### config.mk
export PLATFORM = sky130hd
export DESIGN_NAME = regfile_writer
export DESIGN_NICKNAME = d
export VERILOG_FILES = /design/src/rtl/regfile_writer.sv
export SDC_FILE = /design/constraint.sdc
export NUM_CORES = 1
export LEC_CHECK = 0
export ABC_AREA = 0
export CORE_UTILIZATION = 40
export CTS_BUF_LIST = sky130_fd_sc_hd__clkbuf_4 sky130_fd_sc_hd__clkbuf_8 sky130_fd_sc_hd__clkbuf_16
export DETAILED_ROUTE_END_ITERATION = 12
export PLACE_DENSITY = 0.64
export SLEW_MARGIN = 20
export SYNTH_ARGS = -nofsm -noshare
export SYNTH_HDL_FRONTEND = slang
export SYNTH_SLANG_ARGS = --single-unit
### constraint.sdc
create_clock -name clk -period 2.9 [get_ports clk]
set_input_delay 0.725 -clock clk [delete_from_list [all_inputs] [get_ports clk]]
set_output_delay 0.725 -clock clk [all_outputs]
set_load 0.05 [all_outputs]
### src/rtl/regfile_writer.sv
// ---------------------------------------------------------------------------
// regfile_writer
//
// Purpose:
//   Merges two producers of register-file writes into one registered write
//   port. ALU/CSR results are accepted through a valid/ready handshake.
//   Load data comes back from memory in order and cannot be stalled.
//   Destination tags of issued loads are queued so that each response can be
//   matched to its register.
//
// Ports:
//   clk          in   1   clock; all state updates on the rising edge
//   rst_         in   1   asynchronous active-low reset
//   alu_vld      in   1   ALU/CSR result offered this cycle
//   alu_rd       in   5   destination register of the ALU result
//   alu_data     in  32   ALU result value
//   alu_rdy      out  1   ALU result accepted at this edge when alu_vld=1
//   ld_issue     in   1   load issued to data memory this cycle
//   ld_rd        in   5   destination register of the issued load
//   ld_full      out  1   load tag queue full; ld_issue ignored while high
//   ld_rsp_vld   in   1   in-order load response (no back-pressure)
//   ld_rsp_data  in  32   load response data
//   wrtEn        out  1   register file write enable (registered)
//   wrtReg       out  5   register file write index (registered)
//   wrtData      out 32   register file write data (registered)
//   pend_mask    out 32   bit i set while a queued load targets register i
//   rsp_err      out  1   sticky: load response with nothing outstanding
// ---------------------------------------------------------------------------
module regfile_writer (
  input  logic        clk,
  input  logic        rst_,
  input  logic        alu_vld,
  input  logic [4:0]  alu_rd,
  input  logic [31:0] alu_data,
  output logic        alu_rdy,
  input  logic        ld_issue,
  input  logic [4:0]  ld_rd,
  output logic        ld_full,
  input  logic        ld_rsp_vld,
  input  logic [31:0] ld_rsp_data,
  output logic        wrtEn,
  output logic [4:0]  wrtReg,
  output logic [31:0] wrtData,
  output logic [31:0] pend_mask,
  output logic        rsp_err
);

  localparam int TAG_DEPTH = 4;
  localparam int ALU_DEPTH = 2;

  // Load tag queue storage: circular buffer with a head pointer and count.
  logic [4:0]  r_tagMem [TAG_DEPTH];
  logic [1:0]  r_tagHead;
  logic [2:0]  r_tagCnt;

  // ALU queue storage: each entry is {rd, data}.
  logic [36:0] r_aluMem [ALU_DEPTH];
  logic        r_aluHead;
  logic [1:0]  r_aluCnt;

  // Registered write port and sticky error flag.
  logic        r_wrtEn;
  logic [4:0]  r_wrtReg;
  logic [31:0] r_wrtData;
  logic        r_rspErr;

  // Handshake and queue control.
  logic        w_tagPush;
  logic        w_tagPop;
  logic        w_rspErr;
  logic [1:0]  w_tagTail;
  logic        w_aluAcc;
  logic        w_aluHeadPop;
  logic        w_aluBypass;
  logic        w_aluPush;
  logic        w_aluTail;

  // Selected write candidate.
  logic        w_candVld;
  logic [4:0]  w_candRd;
  logic [31:0] w_candData;

  logic [31:0] w_pendMask;

  // Full/ready depend on the stored counts only, so a response or a head pop
  // in the same cycle never opens a slot early.
  assign ld_full = (r_tagCnt == 3'(TAG_DEPTH));
  assign alu_rdy = (r_aluCnt < 2'(ALU_DEPTH));

  assign w_tagPush = ld_issue & ~ld_full;
  assign w_tagPop  = ld_rsp_vld & (r_tagCnt != 3'd0);
  assign w_rspErr  = ld_rsp_vld & (r_tagCnt == 3'd0);
  assign w_tagTail = r_tagHead + r_tagCnt[1:0];

  assign w_aluAcc  = alu_vld & alu_rdy;
  assign w_aluTail = r_aluHead + r_aluCnt[0];

  // Candidate selection: a valid load response always wins because it cannot
  // wait; otherwise the oldest queued ALU result goes; only with an empty ALU
  // queue may the incoming ALU result skip the queue and write directly.
  always_comb begin
    w_candVld    = 1'b0;
    w_candRd     = 5'd0;
    w_candData   = 32'd0;
    w_aluHeadPop = 1'b0;
    w_aluBypass  = 1'b0;
    if (w_tagPop) begin
      w_candVld  = 1'b1;
      w_candRd   = r_tagMem[r_tagHead];
      w_candData = ld_rsp_data;
    end else if (r_aluCnt != 2'd0) begin
      w_candVld    = 1'b1;
      w_aluHeadPop = 1'b1;
      w_candRd     = r_aluMem[r_aluHead][36:32];
      w_candData   = r_aluMem[r_aluHead][31:0];
    end else if (w_aluAcc) begin
      w_candVld   = 1'b1;
      w_aluBypass = 1'b1;
      w_candRd    = alu_rd;
      w_candData  = alu_data;
    end
  end

  assign w_aluPush = w_aluAcc & ~w_aluBypass;

  // Load tag queue: push at the tail computed from the pre-edge state, so a
  // simultaneous push and pop keeps the occupancy unchanged.
  always_ff @(posedge clk or negedge rst_) begin
    if (!rst_) begin
      for (int i = 0; i < TAG_DEPTH; i++) begin
        r_tagMem[i] <= 5'd0;
      end
      r_tagHead <= 2'd0;
      r_tagCnt  <= 3'd0;
    end else begin
      if (w_tagPush) begin
        r_tagMem[w_tagTail] <= ld_rd;
      end
      if (w_tagPop) begin
        r_tagHead <= r_tagHead + 2'd1;
      end
      case ({w_tagPush, w_tagPop})
        2'b10:   r_tagCnt <= r_tagCnt + 3'd1;
        2'b01:   r_tagCnt <= r_tagCnt - 3'd1;
        default: r_tagCnt <= r_tagCnt;
      endcase
    end
  end

  // ALU queue: an accepted result that did not bypass lands behind the
  // existing entries, even when the head leaves in the same cycle.
  always_ff @(posedge clk or negedge rst_) begin
    if (!rst_) begin
      for (int i = 0; i < ALU_DEPTH; i++) begin
        r_aluMem[i] <= 37'd0;
      end
      r_aluHead <= 1'b0;
      r_aluCnt  <= 2'd0;
    end else begin
      if (w_aluPush) begin
        r_aluMem[w_aluTail] <= {alu_rd, alu_data};
      end
      if (w_aluHeadPop) begin
        r_aluHead <= ~r_aluHead;
      end
      case ({w_aluPush, w_aluHeadPop})
        2'b10:   r_aluCnt <= r_aluCnt + 2'd1;
        2'b01:   r_aluCnt <= r_aluCnt - 2'd1;
        default: r_aluCnt <= r_aluCnt;
      endcase
    end
  end

  // Output registers: a candidate for x0 is consumed but never asserts the
  // enable; with no candidate, index and data hold their last values.
  always_ff @(posedge clk or negedge rst_) begin
    if (!rst_) begin
      r_wrtEn   <= 1'b0;
      r_wrtReg  <= 5'd0;
      r_wrtData <= 32'd0;
    end else if (w_candVld) begin
      r_wrtEn   <= (w_candRd != 5'd0);
      r_wrtReg  <= w_candRd;
      r_wrtData <= w_candData;
    end else begin
      r_wrtEn   <= 1'b0;
    end
  end

  // A response with no load outstanding is dropped and latches the error
  // until the next reset.
  always_ff @(posedge clk or negedge rst_) begin
    if (!rst_) begin
      r_rspErr <= 1'b0;
    end else if (w_rspErr) begin
      r_rspErr <= 1'b1;
    end
  end

  // Pending mask: OR of the one-hot destinations of all valid tag entries.
  always_comb begin
    w_pendMask = 32'd0;
    for (int i = 0; i < TAG_DEPTH; i++) begin
      if (3'(i) < r_tagCnt) begin
        w_pendMask[r_tagMem[r_tagHead + 2'(i)]] = 1'b1;
      end
    end
    w_pendMask[0] = 1'b0;
  end

  assign pend_mask = w_pendMask;
  assign wrtEn     = r_wrtEn;
  assign wrtReg    = r_wrtReg;
  assign wrtData   = r_wrtData;
  assign rsp_err   = r_rspErr;

endmodule
# Word-level counts from Yosys, hierarchy flattened

Index checks and enable logic that the tools add are counted.

Register bits after elaboration: 141
Latch bits: 0
RAM bits: 0
Bits in read-only memories: 0
Bits of input ports: 79
Output and inout port bits: 73
Memories kept: 0

$add $sub $neg: 9
Multipliers: 0
Div/mod/pow operators: 0
Order comparisons: 22
Equal/unequal tests: 5
Shift operators: 0
Mux-type cells: 49
Bitwise operators: 18
Reduce and logical (&&, ||, !) cells: 12

Operators with widths:

| operator            | count |
|---|---|
| $mux 32             | 7 |
| $mux 37             | 4 |
| $or 32x32->32       | 3 |
| $bwmux 74           | 1 |
| $mux 5              | 12 |
| $bmux 5 s2          | 4 |
| $demux 37 s1        | 1 |
| $lt 5x6->1 const B  | 4 |
| $bwmux 20           | 1 |
| $demux 1 s5         | 4 |
| $ge 5x1->1 const B  | 4 |
| $ge 3x3->1 const B  | 5 |
| $not 2->3           | 5 |
| $mux 1              | 12 |
| $demux 5 s2         | 1 |
| $logic_and 1x1->1   | 6 |
| $lt 1x3->1 const A  | 2 |
| $lt 2x3->1 const A  | 2 |
| $pmux 3 s2          | 1 |
| $reduce_bool 2->1   | 3 |
| $and 1x1->1         | 5 |
| $reduce_bool 5->1   | 1 |
| $add 2x1->2 const B | 2 |
| $add 2x2->2 const B | 2 |
| other kinds (17)    | 23 |

# Longest topological paths before layout

Word-level depth: 15
Gate-level depth with buffers: 12

# Worst setup path before layout

Ideal clock, no wire load.

Kind: register to output
Start: register r_tagHead[1]
End: output port pend_mask[26]
Arrival time: 2.510 ns
Required time: 2.175 ns
Path slack: -0.335 ns
Cell stages (with the launch flop): 5
Path buffers: 1
Cells stage by stage: dfrtp_1 > buf_4 > mux4_2 > nand2b_1 > o311ai_1

Word-level cells in the longest chain between the ends: 15
Elaborated cells between the ends (all ways): 46

Ends and longest elaborated chain:

| element                                                                  | RTL line | text |
|---|---|---|
| start, declared                                                          | 53       | `logic [1:0] r_tagHead;` |
| start signal, assigned                                                   | 140      | `r_tagHead <= r_tagHead + 2'd1;` |
| $add 2x1->2 / $not 2->3 (equally long branches)                          | 205      | `w_pendMask[r_tagMem[r_tagHead + 2'(i)]] = 1'b1;` |
| $not 2->3 (not written as such) / $bmux 5 s2 (equally long branches)     | 205      |  |
| $bmux 5 s2 / $mux 5 (equally long branches)                              | 205      |  |
| $mux 5 (not written as such)                                             | 205      |  |
| $mux 5 (not written as such) (tied with other cells)                     | 205      |  |
| $lt 5x6->1 (not written as such) (tied with other cells)                 | 205      |  |
| $logic_and 1x1->1 (not written as such) / $mux 1 (equally long branches) | 205      |  |
| $mux 1 (not written as such) / $demux 1 s5 (equally long branches)       | 205      |  |
| $demux 1 s5 / $mux 32 (equally long branches)                            | 205, 204 |  |
| $or 32x32->32 (no source line)                                           | -        |  |
| $mux 32                                                                  | 204      | `if (3'(i) < r_tagCnt) begin` |
| $or 32x32->32 (no source line)                                           | -        |  |
| $mux 32                                                                  | 204      |  |
| $or 32x32->32 (no source line)                                           | -        |  |
| $mux 32 *                                                                | 204      |  |
| end, declared                                                            | 44       | `output logic [31:0] pend_mask,` |

Every way passes the cells marked *; elsewhere a longest branch is shown, timed or not. The select of a mux whose other input is x is not followed.

# Worst setup path after layout

Start: register r_tagHead[1]
End: output port pend_mask[2]

Same word-level chain as after synthesis.

==> metrics.md <==
| Metric | Value |
|---|---|
| Hold Crit Class | `in2async` |
| Global-route wire length before repair | `36700 um` |
| Mapped Nets | `832` |
| Placed Cells | `1179` |
| Root Buffer Master | `clkbuf_16` |
| CTS max path bufs | `2` |
| FF-to-FF setup slack | `0.44 ns` |
| Ys Warns | `0` |
| Max-Cap Viols | `0` |
| Asr flop ratio synth | `100%` |
| Crit path kind | `reg2out` |
| CP Max Fanout | `10` |
| Iteration-0 DRC Markers | `486` |
| Metal3 WL | `1230 um` |
| Seq/Total Area, Yosys | `43.9%` |
| Cell taking the most area after synthesis | `dfrtp_1` |
| Max Slew Vio Count | `0` |
| Post-layout util | `60.3%` |
| Die area | `20700 um^2` |
| Mux share of post-synthesis cell area | `24.2%` |
| Period utilization | `112%` |
| Vias in the first global route | `6850` |
| Worst path arrival time | `2.51 ns` |
| H-Tree Depth | `4` |
| # rows | `51` |
| Synth Register Bits | `141` |
| Commonest cells post-synth | `dfrtp_1, mux2_2, nor2_1, nand2_1, a21oi_1` |
| Largest family of logic cells by synthesized area | `multiplexers` |
| Top Metal Used | `met4` |
| Ys flop type | `dfrtp_1` |
| Detailed-route wire length per cell | `18.5 um` |
| Run status | `finished, violations left` |
| Clock slew at reported path FFs | `0.07 ns` |
| Crit end category | `primary output` |
| Req. time, crit path | `2.17 ns` |
| Worst-skew pair later-pin latency | `0.42 ns` |
| Mapped Cells | `746` |
| Grt ovf | `0` |
| DR pass1 iterations | `6` |
| Initial Util | `41.0%` |
| Fin nets | `1048` |
| Die W | `144 um` |
| Routed Antenna Nets | `0` |
| CTS sink count | `141` |
| Post-DP HPWL | `16300 um` |
| Endpoints failing hold | `0` |
| Initial antenna violation count | `0` |
| Core outline area | `19600 um^2` |
| Worst slew margin | `59.4%` |
| Synthesized area | `8040 um^2` |
| Minimum clock period | `3.24 ns` |
| Routed vias | `6900` |
| Ports | `152` |
| Synth Area in Compound Gates | `11.8%` |
| Synth Area in Simple Gates | `14.1%` |
| Final setup viols | `31` |
| Inserted Clock Buffers | `17` |
| Most frequent cell after synthesis | `dfrtp_1` |
| Layout area overhead | `47.0%` |
| Wire length on met2 | `10900 um` |
| Hold buffer count at CTS | `0` |
| Startpoint types | `flip-flop` |
| Final worst setup slack | `-0.340 ns` |
| Diode count | `0` |
| DRC violations left | `0` |
| EDFF count, synth | `0` |
| Largest net degree at the start of global routing | `64` |
| Die height | `144 um` |
| Non-filler instance count after layout | `1240` |
| RSZ-0062 raised after global routing | `true` |
| Layout cells sized above 1 | `38.1%` |
| Setup Skew | `0.0170 ns` |
| Fmax | `0.309 GHz` |
| Adder-Cell Fraction of Synth Area | `1.09%` |
| Xor and xnor area share after synthesis | `1.31%` |
| Global-route usage over all layers | `23.0%` |
| Slew @ Worst Pin | `0.608 ns` |
| Port buffer count | `150` |
| Top cells by area, synth | `dfrtp_1, mux2_2, mux4_2` |
| Vias/cell | `5.56` |
| Met1 WL | `10300 um` |
| Failing checks | `setup timing` |
| RD Place Congestion | `0.946` |
| Syn_area_per_cell | `10.8 um^2` |
| Top cell type's share of synthesized area | `43.9%` |
| CTS tree | `yes` |
| WL final | `23000 um` |
| Yosys cell types | `50` |
-- registers in the layout (all words and copies together) (netlist names) --
name and count:
r_aluMem 74, wrtData 32, r_tagMem 20, wrtReg 5, r_tagCnt 3, r_aluCnt 2, r_tagHead 2, r_aluHead 1
rsp_err 1, wrtEn 1
-- placed cells by master (no fill, tap or decap), types with 12 or more instances in the layout --
cell	n
buf_12	38
nand3_1	20
a22oi_1	12
a22oi_2	17
nand2_1	43
clkbuf_16	18
mux2_2	102
inv_1	13
mux2i_1	30
mux4_2	22
a221oi_1	32
clkdlybuf4s50_1	117
dfrtp_1	137
nor2b_1	16
buf_4	68
nor2_1	78
a21oi_1	33
buf_6	16
-- layer usage --
metal | vias up | global-route usage, %
met3 | 37 | 3.37
met2 | 256 | 36.7
li1 | 3177 | -
met4 | 0 | 8.29
met5 | - | 0
met1 | 3430 | 31.7
-- cell families after synthesis --
| logic type | Yosys count |
|---|---|
| other | 1 |
| adder cells (fa/ha/maj) | 7 |
| buffers and inverters | 60 |
| multiplexers | 154 |
| AND/OR/NAND/NOR | 241 |
| flip-flops | 141 |
| XOR/XNOR | 12 |
| AO/OA/AOI/OAI | 130 |
-- critical path, stage by stage (launching register included) --
cell	delay [ns]
dfrtp_2	0.41
buf_12	0.14
mux4_2	0.58
nand2b_4	0.20
or4_1	0.47
nand4_1	0.14
buf_12	0.16
-- through the flow --
stage	area [um^2]	setup WS (ns)	setup TNS (ns)	hold slack [ns]
after floorplan	8060	-0.232	-0.823	0.429
final	11800	-0.340	-8.25	0.272
after global placement	10500	0.0297	0	0.463
after global routing	11800	-0.423	-10.73	0.330
after detailed placement	10500	0.00260	0	0.468
after CTS	11500	-0.352	-8.43	0.305
-- worst paths after layout --
| kind | startpoint | end | depth (start not counted) |
|---|---|---|---|
| max | r_tagHead[1] | pend_mask[2] | 6 |
| min | rst_ | wrtData[14] | 1 |
| max reg2reg | r_tagCnt[0] | r_tagCnt[2] | 10 |
| min reg2reg | wrtReg[2] | wrtReg[2] | 2 |
| max in group asynchronous | rst_ | r_tagHead[0] | 2 |
| min in group clk | wrtReg[2] | wrtReg[2] | 2 |
-- what timing repair did --
item / CTS / global route
buffers inserted: 17 / 10
cloned: 2 / 0
resized for setup: 55 / 54
pin swaps: 21 / 18
setup endpoints to repair: 32 / 31
-- area by class of cell --
cell class / count / area (um^2)
Sequential cell: 141 / 3530
Clock buffer: 18 / 439
Fill cell: 1629 / 7780
Timing Repair Buffer: 243 / 2720
Tap cell: 265 / 332
Inverter: 14 / 52.6
Multi-Input combinational cell: 545 / 4580
Clock inverter: 14 / 154
Power is not shown: default switching activity piles up to over one toggle a cycle in this logic, so the estimate is an artifact.
